[config.mk]
export PLATFORM = sky130hd
export DESIGN_NAME = dcache_line_ctrl_flat
export DESIGN_NICKNAME = d
export VERILOG_FILES = /design/src/rtl/dcache_line_ctrl_if.sv /design/src/rtl/dcache_line_ctrl.sv /design/src/flat_wrapper.sv
export SDC_FILE = /design/constraint.sdc
export NUM_CORES = 1
export LEC_CHECK = 0
export ABC_AREA = 1
export CAP_MARGIN = 25
export CORE_AREA = 5 5 273 275
export DETAILED_ROUTE_END_ITERATION = 8
export DIE_AREA = 0 0 278 280
export DONT_BUFFER_PORTS = 1
export PLACE_DENSITY = 0.53
export SYNTH_ARGS = -nofsm -noshare
export SYNTH_HDL_FRONTEND = slang
export SYNTH_SLANG_ARGS = --single-unit
[constraint.sdc]
create_clock -name CLK -period 5.3 [get_ports CLK]
set_input_delay 1.325 -clock CLK [delete_from_list [all_inputs] [get_ports CLK]]
set_output_delay 1.325 -clock CLK [all_outputs]
set_load 0.01 [all_outputs]
[src/rtl/dcache_line_ctrl_if.sv]
// Bus bundle between the data-cache controller, the CPU MEM stage, the 16:1 line mux and memory.
// The controller takes the slave modport; the surrounding environment takes master.
interface dcache_line_ctrl_if #(
    parameter int unsigned ADDR_W   = 32,
    parameter int unsigned OFFSET_W = 4
);
    localparam int unsigned BLOCK_W = 8 << OFFSET_W;

    logic [ADDR_W-1:0]          ADDRESS;
    logic                       READ;
    logic                       WRITE;
    logic [31:0]                WRITE_DATA;
    logic [3:0]                 BYTE_MASK;
    logic [31:0]                READ_DATA;
    logic                       BUSYWAIT;
    logic [3:0]                 LINE_SELECT;
    logic [BLOCK_W-1:0]         BLOCK_IN;
    logic                       LINE_WRITE_EN;
    logic [BLOCK_W-1:0]         LINE_WRITE_DATA;
    logic                       MEM_READ;
    logic                       MEM_WRITE;
    logic [ADDR_W-OFFSET_W-1:0] MEM_ADDRESS;
    logic [BLOCK_W-1:0]         MEM_WRITE_DATA;
    logic [BLOCK_W-1:0]         MEM_READ_DATA;
    logic                       MEM_BUSYWAIT;
    logic [31:0]                HIT_COUNT;
    logic [31:0]                MISS_COUNT;

    modport slave (
        input  ADDRESS, READ, WRITE, WRITE_DATA, BYTE_MASK, BLOCK_IN, MEM_READ_DATA,
               MEM_BUSYWAIT,
        output READ_DATA, BUSYWAIT, LINE_SELECT, LINE_WRITE_EN, LINE_WRITE_DATA, MEM_READ,
               MEM_WRITE, MEM_ADDRESS, MEM_WRITE_DATA, HIT_COUNT, MISS_COUNT
    );

    modport master (
        output ADDRESS, READ, WRITE, WRITE_DATA, BYTE_MASK, BLOCK_IN, MEM_READ_DATA,
               MEM_BUSYWAIT,
        input  READ_DATA, BUSYWAIT, LINE_SELECT, LINE_WRITE_EN, LINE_WRITE_DATA, MEM_READ,
               MEM_WRITE, MEM_ADDRESS, MEM_WRITE_DATA, HIT_COUNT, MISS_COUNT
    );
endinterface

[src/rtl/dcache_line_ctrl.sv]
// Direct-mapped write-back D-cache controller: tag/valid/dirty arrays, hit logic, word merge, miss FSM.
// Optional hit/miss counters are built only when DCACHE_STATS_EN is defined.
module dcache_line_ctrl #(
    parameter int unsigned ADDR_W   = 32,
    parameter int unsigned INDEX_W  = 4,
    parameter int unsigned OFFSET_W = 4
) (
    input logic               CLK,
    input logic               RESET,
    dcache_line_ctrl_if.slave bus
);
    localparam int unsigned TAG_W   = ADDR_W - INDEX_W - OFFSET_W;
    localparam int unsigned LINES   = 1 << INDEX_W;
    localparam int unsigned BLOCK_W = 8 << OFFSET_W;

    typedef enum logic [1:0] {StIdle, StWriteback, StAllocate, StUpdate} state_e;

    state_e               r_state;
    state_e               w_state_next;
    logic [TAG_W-1:0]     r_tag_arr [LINES];
    logic [LINES-1:0]     r_valid;
    logic [LINES-1:0]     r_dirty;
    logic [BLOCK_W-1:0]   r_fill_buf;

    logic [TAG_W-1:0]     w_tag;
    logic [INDEX_W-1:0]   w_index;
    logic [1:0]           w_word;
    logic                 w_req;
    logic                 w_hit;
    logic                 w_hit_evt;
    logic                 w_miss_evt;
    logic                 w_fill_done;
    logic [31:0]          w_word_old;
    logic [31:0]          w_word_new;
    logic [BLOCK_W-1:0]   w_merged_block;
    logic                 w_unused;

    assign w_tag       = bus.ADDRESS[ADDR_W-1:INDEX_W+OFFSET_W];
    assign w_index     = bus.ADDRESS[INDEX_W+OFFSET_W-1:OFFSET_W];
    assign w_word      = bus.ADDRESS[3:2];
    assign w_unused    = ^bus.ADDRESS[1:0];
    assign w_req       = bus.READ | bus.WRITE;
    assign w_hit       = r_valid[w_index] && (r_tag_arr[w_index] == w_tag);
    assign w_hit_evt   = (r_state == StIdle) && w_req && w_hit;
    assign w_miss_evt  = (r_state == StIdle) && w_req && !w_hit;
    assign w_fill_done = (r_state == StAllocate) && !bus.MEM_BUSYWAIT;

    assign w_word_old       = bus.BLOCK_IN[{w_word, 5'd0} +: 32];
    assign bus.READ_DATA    = w_word_old;
    assign bus.LINE_SELECT  = w_index;

    // Store merge: only the enabled byte lanes of the addressed word change
    always_comb begin
        w_word_new = w_word_old;
        for (int i = 0; i < 4; i++) begin
            if (bus.BYTE_MASK[i]) w_word_new[8*i +: 8] = bus.WRITE_DATA[8*i +: 8];
        end
        w_merged_block = bus.BLOCK_IN;
        w_merged_block[{w_word, 5'd0} +: 32] = w_word_new;
    end

    always_ff @(posedge CLK) begin
        if (!RESET) r_state <= StIdle;
        else        r_state <= w_state_next;
    end

    always_comb begin
        w_state_next = r_state;
        case (r_state)
            StIdle: begin
                if (w_miss_evt) begin
                    w_state_next = (r_valid[w_index] && r_dirty[w_index]) ? StWriteback
                                                                          : StAllocate;
                end
            end
            StWriteback: if (!bus.MEM_BUSYWAIT) w_state_next = StAllocate;
            StAllocate:  if (!bus.MEM_BUSYWAIT) w_state_next = StUpdate;
            StUpdate:    w_state_next = StIdle;
            default:     w_state_next = StIdle;
        endcase
    end

    always_comb begin
        bus.BUSYWAIT        = 1'b0;
        bus.LINE_WRITE_EN   = 1'b0;
        bus.LINE_WRITE_DATA = w_merged_block;
        bus.MEM_READ        = 1'b0;
        bus.MEM_WRITE       = 1'b0;
        bus.MEM_ADDRESS     = bus.ADDRESS[ADDR_W-1:OFFSET_W];
        bus.MEM_WRITE_DATA  = bus.BLOCK_IN;
        case (r_state)
            StIdle: begin
                if (w_req && !w_hit)        bus.BUSYWAIT      = 1'b1;
                if (w_hit_evt && bus.WRITE) bus.LINE_WRITE_EN = 1'b1;
            end
            StWriteback: begin
                bus.BUSYWAIT    = 1'b1;
                bus.MEM_WRITE   = 1'b1;
                bus.MEM_ADDRESS = {r_tag_arr[w_index], w_index};
            end
            StAllocate: begin
                bus.BUSYWAIT = 1'b1;
                bus.MEM_READ = 1'b1;
            end
            StUpdate: begin
                bus.BUSYWAIT        = 1'b1;
                bus.LINE_WRITE_EN   = 1'b1;
                bus.LINE_WRITE_DATA = r_fill_buf;
            end
            default: bus.BUSYWAIT = 1'b0;
        endcase
    end

    always_ff @(posedge CLK) begin
        if (!RESET) begin
            r_valid    <= '0;
            r_dirty    <= '0;
            r_fill_buf <= '0;
        end else begin
            if (w_hit_evt && bus.WRITE) r_dirty[w_index] <= 1'b1;
            if (w_fill_done)            r_fill_buf <= bus.MEM_READ_DATA;
            if (r_state == StUpdate) begin
                r_valid[w_index] <= 1'b1;
                r_dirty[w_index] <= 1'b0;
            end
        end
    end

    // Tags are qualified by valid, so they need no reset
    always_ff @(posedge CLK) begin
        if (r_state == StUpdate) r_tag_arr[w_index] <= w_tag;
    end

`ifdef DCACHE_STATS_EN
    logic [31:0] r_hit_count;
    logic [31:0] r_miss_count;

    always_ff @(posedge CLK) begin
        if (!RESET) begin
            r_hit_count  <= '0;
            r_miss_count <= '0;
        end else begin
            if (w_hit_evt && (r_hit_count != 32'hFFFF_FFFF))   r_hit_count  <= r_hit_count + 32'd1;
            if (w_miss_evt && (r_miss_count != 32'hFFFF_FFFF)) r_miss_count <= r_miss_count + 32'd1;
        end
    end

    assign bus.HIT_COUNT  = r_hit_count;
    assign bus.MISS_COUNT = r_miss_count;
`else
    assign bus.HIT_COUNT  = '0;
    assign bus.MISS_COUNT = '0;
`endif
endmodule
[src/flat_wrapper.sv]
// flat-port wrapper written by rule: the top's interface ports become plain ports
module dcache_line_ctrl_flat 
#(
    parameter int unsigned ADDR_W   = 32,
    parameter int unsigned INDEX_W  = 4,
    parameter int unsigned OFFSET_W = 4
)
  (CLK, RESET, bus_ADDRESS, bus_READ, bus_WRITE, bus_WRITE_DATA, bus_BYTE_MASK, bus_BLOCK_IN, bus_MEM_READ_DATA, bus_MEM_BUSYWAIT, bus_READ_DATA, bus_BUSYWAIT, bus_LINE_SELECT, bus_LINE_WRITE_EN, bus_LINE_WRITE_DATA, bus_MEM_READ, bus_MEM_WRITE, bus_MEM_ADDRESS, bus_MEM_WRITE_DATA, bus_HIT_COUNT, bus_MISS_COUNT);
  dcache_line_ctrl_if #(.ADDR_W(ADDR_W), .OFFSET_W(OFFSET_W)) bus_i ();
  input logic CLK;
  input logic RESET;
  input wire logic [$bits(bus_i.ADDRESS)-1:0] bus_ADDRESS;
  input wire logic [$bits(bus_i.READ)-1:0] bus_READ;
  input wire logic [$bits(bus_i.WRITE)-1:0] bus_WRITE;
  input wire logic [$bits(bus_i.WRITE_DATA)-1:0] bus_WRITE_DATA;
  input wire logic [$bits(bus_i.BYTE_MASK)-1:0] bus_BYTE_MASK;
  input wire logic [$bits(bus_i.BLOCK_IN)-1:0] bus_BLOCK_IN;
  input wire logic [$bits(bus_i.MEM_READ_DATA)-1:0] bus_MEM_READ_DATA;
  input wire logic [$bits(bus_i.MEM_BUSYWAIT)-1:0] bus_MEM_BUSYWAIT;
  output wire logic [$bits(bus_i.READ_DATA)-1:0] bus_READ_DATA;
  output wire logic [$bits(bus_i.BUSYWAIT)-1:0] bus_BUSYWAIT;
  output wire logic [$bits(bus_i.LINE_SELECT)-1:0] bus_LINE_SELECT;
  output wire logic [$bits(bus_i.LINE_WRITE_EN)-1:0] bus_LINE_WRITE_EN;
  output wire logic [$bits(bus_i.LINE_WRITE_DATA)-1:0] bus_LINE_WRITE_DATA;
  output wire logic [$bits(bus_i.MEM_READ)-1:0] bus_MEM_READ;
  output wire logic [$bits(bus_i.MEM_WRITE)-1:0] bus_MEM_WRITE;
  output wire logic [$bits(bus_i.MEM_ADDRESS)-1:0] bus_MEM_ADDRESS;
  output wire logic [$bits(bus_i.MEM_WRITE_DATA)-1:0] bus_MEM_WRITE_DATA;
  output wire logic [$bits(bus_i.HIT_COUNT)-1:0] bus_HIT_COUNT;
  output wire logic [$bits(bus_i.MISS_COUNT)-1:0] bus_MISS_COUNT;
  assign bus_i.ADDRESS = bus_ADDRESS;
  assign bus_i.READ = bus_READ;
  assign bus_i.WRITE = bus_WRITE;
  assign bus_i.WRITE_DATA = bus_WRITE_DATA;
  assign bus_i.BYTE_MASK = bus_BYTE_MASK;
  assign bus_i.BLOCK_IN = bus_BLOCK_IN;
  assign bus_i.MEM_READ_DATA = bus_MEM_READ_DATA;
  assign bus_i.MEM_BUSYWAIT = bus_MEM_BUSYWAIT;
  assign bus_READ_DATA = bus_i.READ_DATA;
  assign bus_BUSYWAIT = bus_i.BUSYWAIT;
  assign bus_LINE_SELECT = bus_i.LINE_SELECT;
  assign bus_LINE_WRITE_EN = bus_i.LINE_WRITE_EN;
  assign bus_LINE_WRITE_DATA = bus_i.LINE_WRITE_DATA;
  assign bus_MEM_READ = bus_i.MEM_READ;
  assign bus_MEM_WRITE = bus_i.MEM_WRITE;
  assign bus_MEM_ADDRESS = bus_i.MEM_ADDRESS;
  assign bus_MEM_WRITE_DATA = bus_i.MEM_WRITE_DATA;
  assign bus_HIT_COUNT = bus_i.HIT_COUNT;
  assign bus_MISS_COUNT = bus_i.MISS_COUNT;
  dcache_line_ctrl #(.ADDR_W(ADDR_W), .INDEX_W(INDEX_W), .OFFSET_W(OFFSET_W)) u_core (.CLK(CLK), .RESET(RESET), .bus(bus_i));
endmodule
# == After elaboration in Yosys (flattened, before gate mapping) ==
# Memory sizes are Yosys's and may differ from the RTL's.
# Cells that the tools add are included.
# classes
bitwise_logic,5
mux,29
n_reduce_logical,14
eq_ne,7
add_sub_neg,1
magnitude_cmp,2
n_shift,3
# op_table
operator,n
$bwmux 128,1
$mux 128,1
$shift 32x9->128 const A,1
$shiftx 128x8->32,1
$shiftx 32x9->128,1
$mux 16,3
$mux 8,4
$or 16x16->16,2
$mux 28,1
$eq 24x24->1,1
$and 16x16->16,1
$not 16->16,1
$logic_and 1x1->1,9
$mux 1,9
$neg 7->9,1
$bmux 1 s4,2
$mux 2,4
$pmux 2 s4,1
$lt 4x5->1 const B,1
$demux 1 s4,1
$eq 2x2->1 const B,2
$ge 4x1->1 const B,1
$ne 2x2->1 const B,2
$pmux 1 s2,2
other kinds (7),8
# word_totals
ramBits,384
inputBits,329
wordCells,66
output_inout_bits,388
mem_count,1
reg_bits,162
# mem_list
memory,depth,word_bits,read_ports,rd_clocked_by_memory_dff,write_ports,line,text
u_core.r_tag_arr,16,24,1,0,1,dcache_line_ctrl.sv:20,logic [TAG_W-1:0] r_tag_arr [LINES];

# == Longest topological paths before layout ==
# depth
depth_word,9
ltp_mapped,23
ltp_nobuf,20

# == Worst setup path after synthesis ==
# No wires, ideal clock.
# synth_timing
path_kind,input -> output
startpoint,input bus_ADDRESS[2]
endpoint,output bus_LINE_WRITE_DATA[7]
slack_ps,547
path_buffers,4
t_required_ps,3975
arrival_time_ps,3428
stages,10
cell_sequence,inv_2 > clkbuf_1 > clkbuf_1 > ha_1 > clkbuf_1 > inv_1 > nor3_1 > clkbuf_1 > a22oi_1 > o21ai_0
# synth_between
elab_chain_cells,5
word_cells_on_any_way,10
cone_classes,add/sub: 1; shift: 3; mux: 6
# synth_lines
item,line,text
start: declaration,flat_wrapper.sv:12,input wire logic [$bits(bus_i.ADDRESS)-1:0] bus_ADDRESS;
$shiftx 128x8->32,dcache_line_ctrl.sv:48,"assign w_word_old = bus.BLOCK_IN[{w_word, 5'd0} +: 32];"
$mux 8,dcache_line_ctrl.sv:56,if (bus.BYTE_MASK[i]) w_word_new[8*i +: 8] = bus.WRITE_DATA[8*i +: 8];
$shiftx 32x9->128,dcache_line_ctrl.sv:59,"w_merged_block[{w_word, 5'd0} +: 32] = w_word_new;"
$bwmux 128 *,dcache_line_ctrl.sv:59,
$mux 128 *,dcache_line_ctrl.sv:91,case (r_state)
end: declaration,flat_wrapper.sv:24,output wire logic [$bits(bus_i.LINE_WRITE_DATA)-1:0] bus_LINE_WRITE_DATA;
# Mark *: on every way between the ends. The rest lies on a longest branch, timed or not.

# == Worst setup path in the final report ==
# layout_timing
startpoint,input bus_ADDRESS[4]
endpoint,output bus_LINE_WRITE_EN
# layout_between
elab_chain_cells,7
word_cells_on_any_way,9
cone_classes,eq/ne: 1; mux: 4; reduce/logical: 3; memory: 1
# layout_lines
item,line,text
$mem_v2 16x24 or $bmux 1 s4 (tied branches),--,
$eq 24x24->1 or $mux 1 (tied branches),dcache_line_ctrl.sv:43,assign w_hit = r_valid[w_index] && (r_tag_arr[w_index] == w_tag);
$logic_and 1x1->1 *,dcache_line_ctrl.sv:43,
$logic_and 1x1->1 *,dcache_line_ctrl.sv:44,assign w_hit_evt = (r_state == StIdle) && w_req && w_hit;
$logic_and 1x1->1 *,dcache_line_ctrl.sv:94,if (w_hit_evt && bus.WRITE) bus.LINE_WRITE_EN = 1'b1;
$mux 1 *,dcache_line_ctrl.sv:94,
$pmux 1 s2 *,dcache_line_ctrl.sv:91,
end: declaration,flat_wrapper.sv:23,output wire logic [$bits(bus_i.LINE_WRITE_EN)-1:0] bus_LINE_WRITE_EN;
# Mark *: on every way between the ends. The rest lies on a longest branch, timed or not. The select of a mux whose other input is x is not followed.

==> summary.txt <==
Run status
  • Outcome: complete, no violations

Logic synthesis
  • Synth top area share: 41.31%
  • Syn Std Cell Area: 27910 um2
  • Cells after synthesis: 3500
  • Flops & latches, synth: 546
  • Main area contributors after synthesis: edfxtp_1 (41%), nand2_1 (17%), dfxtp_1 (12%), nor2_1 (5.8%), buf_4 (5.6%)
  • Ys flop type: edfxtp_1
  • Top cells by count, synth: nand2_1 (1243), nor2_1 (428), edfxtp_1 (384), o21ai_0 (235), a21oi_1 (224)
  • Number of library cell types mapped by synthesis: 27
  • Mapped Avg Cell Area: 7.974 um2
  • Seq/Total Area, Yosys: 52.93%
  • Area leader, netlist: edfxtp_1
  • Most common cell in the netlist: nand2_1
  • Yosys warnings: 0
  • Number of flops mapped to enable cells by yosys: 384
  • Async set-or-reset flop fraction in the synthesized netlist: 0%

Global route
  • Total congestion overflow: 0
  • Initial antenna violation count: 31
  • Largest net degree at the start of global routing: 161
  • Number of global-route vias before repair: 21381
  • Total GRT Usage: 29.54%
  • First-pass GRT wire length: 167.0 mm

Die
  • Core box area: 72090 um2
  • # rows: 99
  • Die ar.: 77840 um2
  • Die width: 278 um
  • Initial Utilization: 38.72%
  • Chip height: 280 um
  • Num ports: 717

CTS
  • Clk_lat worst skew: 650 ps
  • CTS tree: built
  • CTS buffer count: 61
  • Longest Clk Path Bufs: 3
  • Hold_buf cts: 0
  • Post-CTS Setup Inserts: 0
  • TritonCTS Sinks: 546
  • CTS Root Buffer Type: clkbuf_16
  • Clk pin slew, worst setup/hold paths: 50 ps
  • H-tree Lvls: 2

STA
  • Final period util: 95.32%
  • TNS Setup: 0 ps
  • Post-route minimum period: 5052 ps
  • Slew Limit Fails: 0
  • Slew headroom: 26.98%
  • Final setup fails: 0
  • Worst setup margin: 248.3 ps
  • Hold Fails Final Rpt: 0
  • Worst Tran Pin Value: 1094 ps
  • Max Freq: 198.0 MHz
  • Final hold slack: 454.1 ps
  • Setup Skew: 19.64 ps
  • RSZ-0062 raised after global routing: no

Finish
  • Nets@finish: 3684
  • Fraction of layout cells with a size suffix above 1: 6.796%
  • Core Util, Final: 42.05%
  • Area Overhead vs Synth: 8.612%
  • Filler cells: 7467

Placement
  • Dpl hpwl: 87.83 mm
  • Port bufs: 0
  • GP Congestion: 0.9798
  • Post-place setup slack: 267.9 ps

Detailed routing
  • DRC: 0
  • DRT iter0 DRCs: 2462
  • Pre-antenna DRT Iters: 5
  • Post-Route WL: 120.9 mm
  • DR vias: 23391
  • Wire per inst: 27.55 um
  • ANT nets after route: 0
  • Vias per cell: 5.328

Critical path
  • Worst path max stage delay: 390 ps
  • Critical Path Start Type: primary input
  • Critical path's most frequent cell: nand2_1
  • Setup CP Type: in -> out
  • Critical path peak fanout: 137
  • Worst setup EP type: output pin
  • Worst Path Arrival: 3730 ps
  • CP required: 3970 ps
  • Slowest-stage cell, CP: inv_4
  • CP Cell Sequence: inv_4 -> buf_12 -> nand2_1 -> nand2_1 -> nand2_1 -> nand2_1 -> nand2_1 -> nand2_1 -> nor2_1 -> nand2_1 -> nand2_1 -> nor2_1 -> nand3_1 -> nor2_1 -> nand2_2 -> nor2_4 -> o21a_1 -> buf_4

Job
  • Max cap viols: 0

Power
  • Worst IR Drop VDD: 0.2858 mV
  • PwrDens: 377.0 nW/um2
  • Pleak: 12.80 nW
  • Total design power: 11.43 mW

Min path
  • Min-Delay Path Class: reg -> reg
-- final cells by class --
cell class	count	area, um2	share of cell area, %
clock buffer	83	1682	5.547
timing repair buffer	125	1139	3.756
sequential	546	14770	48.74
antenna	32	80.08	0.2642
inverter	147	561.8	1.853
multi-input combinational	2465	10480	34.56
clock inverter	33	401.6	1.325
tap	959	1200	3.958
-- placed cells by master (no fill, tap or decap), types with 9 or more instances in the layout --
cell / n
conb_1: 64
inv_1: 137
a21oi_1: 224
o21bai_1: 9
edfxtp_1: 384
clkbuf_16: 63
buf_4: 109
a22oi_1: 39
clkbuf_1: 17
clkinv_2: 10
nand4_1: 9
o21ai_0: 235
clkinv_1: 14
nor3_1: 38
buf_12: 16
nand2_1: 1242
dfxtp_1: 162
diode_2: 32
o21a_1: 15
nor2_1: 423
nand3_1: 139
-- metrics by stage --
step / std cells / cell area, um2
2_1_floorplan: 3563 / 28150
3_3_place_gp: 4242 / 28150
3_5_place_dp: 4242 / 28150
4_1_cts: 4358 / 30230
5_1_grt: 4376 / 30280
6_report: 4390 / 30310
-- timing repair --
| action | in CTS | in global routing |
|---|---|---|
| endpoints found under the setup margin | 0 | 1 |
| hold endpoints to repair | 0 | 0 |
| gates resized for setup | 0 | 1 |
-- worst max-delay path, delay by kind of cell --
kind            cells  cell delay (ps)
simple gates       14             1430
compound gates      1              110
buf+inv             3              780
-- worst paths after layout --
check / slack (ps) / to / cells after the start / from
min reg2reg: 450 / flop / 2 / flop
max reg2reg: 2060 / u_core.r_tag_arr[11][6] / 5 / u_core.r_state[0]
max: 250 / bus_LINE_WRITE_EN / 18 / bus_ADDRESS[4]
min: 450 / flop / 2 / flop
-- flip-flops by register name (all words and copies together), names as in the netlist, named ones only --
register	count
u_core.r_dirty	1
u_core.r_valid	16
u_core.r_fill_buf	128
u_core.r_state	2
u_core.r_tag_arr	384
-- metal layers --
layer	GRT usage (%)	vias up	wire length, um
met2	46.23	1099	54850
met5	0	-	122
met3	10.16	207	12420
li1	-	10885	-
met1	38.69	11182	49220
met4	9.928	18	4312
-- logic make-up after synthesis --
family          count (synthesis)  synth area share, %
other cells                     1              0.01344
buf+inv                       552                10.55
fa+ha+maj                       9               0.4035
simple gates                 1862                26.00
compound gates                530                10.10
flops                         546                52.93
-- power breakdown --
group / leakage, nW / total, mW / internal, mW / switching (mW)
Combinational: 7.01 / 2.01 / 0.551 / 1.46
Sequential: 4.77 / 4.99 / 4.84 / 0.141
Clock: 1.01 / 4.43 / 2.61 / 1.82
(Power assumes the default switching activity.)
